## config.mk

```make
export PLATFORM = sky130hd
export DESIGN_NAME = imm_gen_pipe_flat
export DESIGN_NICKNAME = d
export VERILOG_FILES = /design/src/rtl/imm_gen_pipe_pkg.sv /design/src/rtl/imm_gen_pipe_if.sv /design/src/rtl/imm_field_ext.sv /design/src/rtl/imm_gen_pipe.sv /design/src/flat_wrapper.sv
export SDC_FILE = /design/constraint.sdc
export NUM_CORES = 1
export LEC_CHECK = 0
export BUFFER_PORTS_ARGS = -buffer_cell sky130_fd_sc_hd__buf_2
export CORE_ASPECT_RATIO = 2
export CORE_UTILIZATION = 49
export DETAILED_ROUTE_END_ITERATION = 8
export HOLD_SLACK_MARGIN = 0.08
export PLACE_DENSITY_LB_ADDON = 0.05
export SETUP_SLACK_MARGIN = 0.05
export SYNTH_ARGS = -nofsm -noshare
export SYNTH_HDL_FRONTEND = slang
export SYNTH_SLANG_ARGS = --single-unit
```

## constraint.sdc

```tcl
create_clock -name clk -period 2 [get_ports clk]
set_input_delay 0.3 -clock clk [delete_from_list [all_inputs] [get_ports clk]]
set_output_delay 0.3 -clock clk [all_outputs]
set_load 0.01 [all_outputs]
```

## src/rtl/imm_gen_pipe_pkg.sv

```systemverilog
// ---------------------------------------------------------------------------
// imm_gen_pipe_pkg : immediate-mode encodings shared by decode and execute
// Revision: 1.0
// ---------------------------------------------------------------------------
`default_nettype none

package imm_gen_pipe_pkg;

  localparam int IM_OP_W = 3;

  // Field codes are unchanged from the combinational mux; PREFIX takes a free code.
  typedef enum logic [IM_OP_W-1:0] {
    IM_OP_NOP      = 3'd0,
    IM_OP_S_E_3_0  = 3'd1,
    IM_OP_S_E_4_0  = 3'd2,
    IM_OP_S_E_7_0  = 3'd3,
    IM_OP_S_E_10_0 = 3'd4,
    IM_OP_Z_E_7_0  = 3'd5,
    IM_OP_PREFIX   = 3'd6
  } im_op_e;

endpackage

`default_nettype wire

```

## src/rtl/imm_gen_pipe_if.sv

```systemverilog
// ---------------------------------------------------------------------------
// imm_gen_pipe_if : decode-side request and registered immediate result
// Revision: 1.0
// ---------------------------------------------------------------------------
`default_nettype none

interface imm_gen_pipe_if #(
  parameter int DATA_W = 16,
  parameter int INST_W = 16,
  parameter int OP_W   = 3
);
  logic [INST_W-1:0] inst;
  logic [OP_W-1:0]   im_op;
  logic              in_valid;
  logic              stall;
  logic              flush;
  logic [DATA_W-1:0] im_out;
  logic              im_valid;
  logic              pfx_busy;

  modport master (
    output inst, im_op, in_valid, stall, flush,
    input  im_out, im_valid, pfx_busy
  );

  modport slave (
    input  inst, im_op, in_valid, stall, flush,
    output im_out, im_valid, pfx_busy
  );
endinterface

`default_nettype wire

```

## src/rtl/imm_field_ext.sv

```systemverilog
// ---------------------------------------------------------------------------
// imm_field_ext : combinational extract and sign/zero extend of the immediate field
// Revision: 1.0
// ---------------------------------------------------------------------------
`default_nettype none

module imm_field_ext
  import imm_gen_pipe_pkg::*;
#(
  parameter int DATA_W = 16,
  parameter int INST_W = 16,
  parameter int OP_W   = 3
) (
  input  wire logic [INST_W-1:0] i_inst,
  input  wire logic [OP_W-1:0]   i_op,
  output logic      [DATA_W-1:0] o_field
);

  // Fill with the sign (or zero) first, then overlay the extracted field.
  always_comb begin
    o_field = '0;
    case (i_op)
      OP_W'(IM_OP_S_E_3_0): begin
        o_field      = {DATA_W{i_inst[3]}};
        o_field[3:0] = i_inst[3:0];
      end
      OP_W'(IM_OP_S_E_4_0): begin
        o_field      = {DATA_W{i_inst[4]}};
        o_field[4:0] = i_inst[4:0];
      end
      OP_W'(IM_OP_S_E_7_0): begin
        o_field      = {DATA_W{i_inst[7]}};
        o_field[7:0] = i_inst[7:0];
      end
      OP_W'(IM_OP_S_E_10_0): begin
        o_field       = {DATA_W{i_inst[10]}};
        o_field[10:0] = i_inst[10:0];
      end
      OP_W'(IM_OP_Z_E_7_0): begin
        o_field[7:0] = i_inst[7:0];
      end
      default: o_field = '0;
    endcase
  end

endmodule

`default_nettype wire

```

## src/rtl/imm_gen_pipe.sv

```systemverilog
// ---------------------------------------------------------------------------
// imm_gen_pipe : registered immediate generator with prefix merge, stall and flush
// Revision: 1.0
// ---------------------------------------------------------------------------
`default_nettype none

module imm_gen_pipe
  import imm_gen_pipe_pkg::*;
#(
  parameter int DATA_W = 16,
  parameter int INST_W = 16,
  parameter int OP_W   = 3,
  parameter int PFX_W  = 11,
  parameter int LOW_W  = 5
) (
  input wire logic clk,
  input wire logic rst,
  imm_gen_pipe_if.slave bus
);

  localparam int        HI_W     = DATA_W - LOW_W;
  localparam logic [0:0] IMG_IDLE = 1'b0;
  localparam logic [0:0] IMG_PFX  = 1'b1;

  logic [0:0]        r_state;
  logic [0:0]        w_state_nxt;
  logic [PFX_W-1:0]  r_prefix;
  logic [PFX_W-1:0]  w_prefix_nxt;
  logic [DATA_W-1:0] r_im_out;
  logic [DATA_W-1:0] w_im_out_nxt;
  logic              r_im_valid;
  logic              w_im_valid_nxt;
  logic [DATA_W-1:0] w_field;
  logic [HI_W-1:0]   w_pfx_ext;
  logic              w_take;
  logic              w_is_pfx;
  logic              w_is_nop;

  imm_field_ext #(
    .DATA_W (DATA_W),
    .INST_W (INST_W),
    .OP_W   (OP_W)
  ) u_field (
    .i_inst  (bus.inst),
    .i_op    (bus.im_op),
    .o_field (w_field)
  );

  assign w_take   = bus.in_valid && !bus.stall && !bus.flush;
  assign w_is_pfx = (bus.im_op == OP_W'(IM_OP_PREFIX));
  assign w_is_nop = (bus.im_op == OP_W'(IM_OP_NOP));

  always_comb begin
    w_pfx_ext              = {HI_W{r_prefix[PFX_W-1]}};
    w_pfx_ext[PFX_W-1:0]   = r_prefix;
  end

  always_ff @(posedge clk) begin
    if (!rst) r_state <= IMG_IDLE;
    else      r_state <= w_state_nxt;
  end

  always_comb begin
    w_state_nxt = r_state;
    if (bus.flush) begin
      w_state_nxt = IMG_IDLE;
    end else if (w_take) begin
      case (r_state)
        IMG_IDLE: if (w_is_pfx) w_state_nxt = IMG_PFX;
        IMG_PFX:  if (!w_is_pfx && !w_is_nop) w_state_nxt = IMG_IDLE;
        default:  w_state_nxt = IMG_IDLE;
      endcase
    end
  end

  // Stall holds everything; a flush or an idle cycle only drops the valid.
  always_comb begin
    w_im_out_nxt   = r_im_out;
    w_im_valid_nxt = r_im_valid;
    w_prefix_nxt   = r_prefix;
    if (bus.flush || (!bus.stall && !bus.in_valid)) begin
      w_im_valid_nxt = 1'b0;
    end else if (w_take) begin
      if (w_is_pfx) begin
        w_prefix_nxt   = bus.inst[PFX_W-1:0];
        w_im_valid_nxt = 1'b0;
      end else if (w_is_nop) begin
        w_im_out_nxt   = '0;
        w_im_valid_nxt = 1'b1;
      end else begin
        w_im_out_nxt   = (r_state == IMG_PFX) ? {w_pfx_ext, w_field[LOW_W-1:0]} : w_field;
        w_im_valid_nxt = 1'b1;
      end
    end
  end

  always_ff @(posedge clk) begin
    if (!rst) begin
      r_im_out   <= '0;
      r_im_valid <= 1'b0;
      r_prefix   <= '0;
    end else begin
      r_im_out   <= w_im_out_nxt;
      r_im_valid <= w_im_valid_nxt;
      r_prefix   <= w_prefix_nxt;
    end
  end

  assign bus.im_out   = r_im_out;
  assign bus.im_valid = r_im_valid;
  assign bus.pfx_busy = (r_state == IMG_PFX);

endmodule

`default_nettype wire

```

## src/flat_wrapper.sv

```systemverilog
// flat-port wrapper written by rule: the top's interface ports become plain ports
module imm_gen_pipe_flat import imm_gen_pipe_pkg::*;
#(
  parameter int DATA_W = 16,
  parameter int INST_W = 16,
  parameter int OP_W   = 3,
  parameter int PFX_W  = 11,
  parameter int LOW_W  = 5
)
  (clk, rst, bus_inst, bus_im_op, bus_in_valid, bus_stall, bus_flush, bus_im_out, bus_im_valid, bus_pfx_busy);
  imm_gen_pipe_if #(.DATA_W(DATA_W), .INST_W(INST_W), .OP_W(OP_W)) bus_i ();
  input wire logic clk;
  input wire logic rst;
  input wire logic [$bits(bus_i.inst)-1:0] bus_inst;
  input wire logic [$bits(bus_i.im_op)-1:0] bus_im_op;
  input wire logic [$bits(bus_i.in_valid)-1:0] bus_in_valid;
  input wire logic [$bits(bus_i.stall)-1:0] bus_stall;
  input wire logic [$bits(bus_i.flush)-1:0] bus_flush;
  output wire logic [$bits(bus_i.im_out)-1:0] bus_im_out;
  output wire logic [$bits(bus_i.im_valid)-1:0] bus_im_valid;
  output wire logic [$bits(bus_i.pfx_busy)-1:0] bus_pfx_busy;
  assign bus_i.inst = bus_inst;
  assign bus_i.im_op = bus_im_op;
  assign bus_i.in_valid = bus_in_valid;
  assign bus_i.stall = bus_stall;
  assign bus_i.flush = bus_flush;
  assign bus_im_out = bus_i.im_out;
  assign bus_im_valid = bus_i.im_valid;
  assign bus_pfx_busy = bus_i.pfx_busy;
  imm_gen_pipe #(.DATA_W(DATA_W), .INST_W(INST_W), .OP_W(OP_W), .PFX_W(PFX_W), .LOW_W(LOW_W)) u_core (.clk(clk), .rst(rst), .bus(bus_i));
endmodule
```

==> results.sh <==
export IMPL_hold_buffers=0
export IMPL_syn_area_um2=1310
export IMPL_viasPerCell=5.39
export IMPL_cts_made_buffers=5
export IMPL_r2r_start="u_core.bus.pfx_busy$_SDFFE_PP0P_"
export IMPL_core_um2=2540
export IMPL_synth_compound_area_share_pct=18.9
export IMPL_antenna_found_initial=0
export IMPL_postCtsSetupRepairBufs=0
export IMPL_synth_xor_area_share_pct=0.667
export IMPL_maxCapViolCount=0
export IMPL_switchingPower_uw=295
export IMPL_post_route_util_pct=62.9
export IMPL_maxClockFrequency_ghz=0.659
export IMPL_holdCritPathClass="input pin to flip-flop"
export IMPL_syn_to_final_growth_pct=21.6
export IMPL_max_slew_margin_pct=73.5
export IMPL_grt_start_max_net_pins=19
export IMPL_crit_slowest_cell="or3b_1"
export IMPL_finalSetupViolations=0
export IMPL_power_share_clock_pct=40.2
export IMPL_required_ns=2.18
export IMPL_fin_nets=191
export IMPL_io_pin_count=42
export IMPL_cts_tree="done"
export IMPL_wirelength_um=2730
export IMPL_dieArea_um2=2900
export IMPL_max_stage_delay_ns=0.47
export IMPL_synth_most_common_cell="dfxtp_1"
export IMPL_layout_drive_gt1_share_pct=31.5
export IMPL_hold_viol=0
export IMPL_setup_worst_path_start_class="input pin"
export IMPL_tightest_slew_ns=0.395
export IMPL_synth_seq_area_share_pct=44.2
export IMPL_ys_top_cells_by_area="dfxtp_1, mux2i_1, nor2b_1"
export IMPL_detail_route_antenna_nets=0
export IMPL_grt_overflow_total=0
export IMPL_switching_share_pct=25.1
export IMPL_worstPathArrival_ns=1.69
export IMPL_crit_type="input pin to flip-flop"
export IMPL_fin_setup_tns_ns=0
export IMPL_fin_area_um2=1600
export IMPL_cts_root_buf="clkbuf_8"
export IMPL_yosys_area_share_adder_pct=0
export IMPL_p_seq_share_pct=50.3
export IMPL_comb_power_share_pct=9.5
export IMPL_grt_usage_pct=21.9
export IMPL_clkTransAtPathRegs_ns=0.07
export IMPL_synthDistinctLibCells=29
export IMPL_clock_path_buffers=2
export IMPL_worstHoldStart="bus_inst[5]"
export IMPL_ys_ff_latch=29
export IMPL_drc=0
export IMPL_p_leak_uw=0.000655
export IMPL_clock_sinks=29
export IMPL_ys_flop_type="dfxtp_1"
export IMPL_cts_resized_gates=0
export IMPL_max_vdd_ir_drop_uv=554
export IMPL_cts_htree_levels=2
export IMPL_timing_final_crit_share_pct=75.8
export IMPL_yosys_warnings=0
export IMPL_die_w_um=38.6
export IMPL_routedWlPerCell_um=13.9
export IMPL_syn_nets=150
export IMPL_firstDrtPassIters=4
export IMPL_end_kind="flip-flop"
export IMPL_rows=26
export IMPL_synth_top_family_by_area="simple AND/OR/NAND/NOR gates"
export IMPL_synth_area_per_cell_um2=10.4
export IMPL_finClkSkew_ns=0.00861
export IMPL_start_util_pct=51.7
export IMPL_grt_pass1_vias=1018
export IMPL_async_flop_share_pct=0
export IMPL_die_h_um=75.2
export IMPL_ys_top_cells_by_count="dfxtp_1, nor2b_1, mux2i_1, nand2b_1"
export IMPL_cp_cell_sequence="buf_2 -> or3b_1 -> nor3_4 -> buf_4 -> mux2i_1 -> nor2b_1"
export IMPL_place_congestion=0.831
export IMPL_vias=1057
export IMPL_synth_top_area_share_pct=44.2
export IMPL_clock_latency_ns=0.29
export IMPL_yosys_area_top_type="dfxtp_1"
export IMPL_power_density_nw_per_um2=736
export IMPL_drtIter0Drc=12
export IMPL_intPower_uw=880
export IMPL_fin_crit_ns=1.52
export IMPL_synthMuxAreaShare_pct=10.8
export IMPL_port_buffers=36
export IMPL_status="complete, no violations"
export IMPL_rsz0062_at_grt="no"
export IMPL_synthSimpleGateAreaFrac_pct=20.1
export IMPL_antenna_cells=0
export IMPL_place_hpwl_um=2050
export IMPL_post_dp_cell_area_um2=1510
export IMPL_cp_max_fo=6
export IMPL_grt_pass1_wl_um=4340
export IMPL_synth_edf_count=0
export IMPL_slew_viol_final=0
export IMPL_crit_start="bus_stall"
export IMPL_syn_inst=126
[registers in the layout (all words and copies together), names as in the netlist]
name	flops
u_core.bus.im_out	16
u_core.r_prefix	11
u_core.bus.im_valid	1
u_core.bus.pfx_busy	1
[area by class of cell]
type	instances	area (um2)
clock buffer	5	68.8
tap	28	35.0
timing repair buffer	41	218
multi-input combinational	86	662
inverter	4	15.0
clock inverter	3	17.5
sequential	29	581
fill	235	941
[power groups by stage]
stage | Clock (uW) | Combinational, uW | Sequential [uW]
after floorplan | 0 | 66.6 | 608
after global placement | 0 | 111 | 604
after detailed placement | 0 | 113 | 605
after CTS | 480 | 113 | 592
after global routing | 503 | 123 | 593
final | 472 | 111 | 592
[critical path: cells and delay by family]
kind,cells,cell delay (ns)
muxes,1,0.21
buffers and inverters,2,0.33
and+or+nand+nor,3,0.84
[worst paths after layout]
path	endpoint	slack [ns]	cells after the start
worst max-delay path	u_core.r_prefix[8]$_SDFFE_PN0P_	0.48	6
worst min-delay path	u_core.r_prefix[5]$_SDFFE_PN0P_	0.29	3
worst max register to register	u_core.bus.im_out[14]$_SDFFE_PN0P_	0.80	3
worst min register to register	u_core.bus.im_out[8]$_SDFFE_PN0P_	0.47	1
[per-stage QoR]
stage / worst slack [ns] / hold slack [ns] / total power, uW / instances
after global placement: 0.194 / 0.446 / 715 / 188
after CTS: 0.455 / 0.289 / 1180 / 196
final: 0.483 / 0.288 / 1180 / 196
after detailed placement: 0.201 / 0.451 / 717 / 188
after global routing: 0.408 / 0.312 / 1220 / 196
after floorplan: 0.364 / 0.428 / 675 / 126
[layer usage]
metal	vias up	track usage (%)	part of all wire [%]
met4	0	13.4	2.3
li1	527	-	-
met3	5	7.08	3.8
met1	497	21.3	38
met2	28	37.8	55
met5	-	0	0
[layout by cell type (no fill, tap or decap)]
| cell type | synthesis | routed |
|---|---|---|
| nand2_1 | 1 | 1 |
| a22oi_1 | 4 | 4 |
| o21a_1 | 6 | 6 |
| o2bb2ai_1 | 6 | 6 |
| nor2b_1 | 16 | 16 |
| clkinvlp_4 | 0 | 1 |
| buf_2 | 2 | 36 |
| a22o_1 | 6 | 6 |
| nor3b_1 | 2 | 2 |
| or3b_1 | 1 | 1 |
| nor3_1 | 3 | 3 |
| and2_4 | 1 | 1 |
| and2_1 | 2 | 2 |
| nor3_4 | 1 | 1 |
| nor4bb_1 | 2 | 2 |
| clkinv_2 | 0 | 2 |
| o21ai_0 | 5 | 5 |
| dfxtp_1 | 29 | 29 |
| xor2_1 | 1 | 1 |
| a211o_1 | 1 | 1 |
| mux2_1 | 1 | 1 |
| clkbuf_8 | 0 | 5 |
| and4bb_2 | 1 | 1 |
| buf_4 | 0 | 5 |
| nand2b_1 | 7 | 7 |
| nor2_1 | 2 | 2 |
| o21bai_4 | 1 | 1 |
| a21oi_1 | 3 | 3 |
| mux2i_1 | 13 | 13 |
| inv_1 | 4 | 4 |
[kinds of logic after synthesis]
family,count (synthesis)
and+or+nand+nor,39
xor gates and xnor gates,1
muxes,14
buffers and inverters,11
AOI/OAI and AO/OA,32
DFF,29
Power figures use the tool's default switching activity.
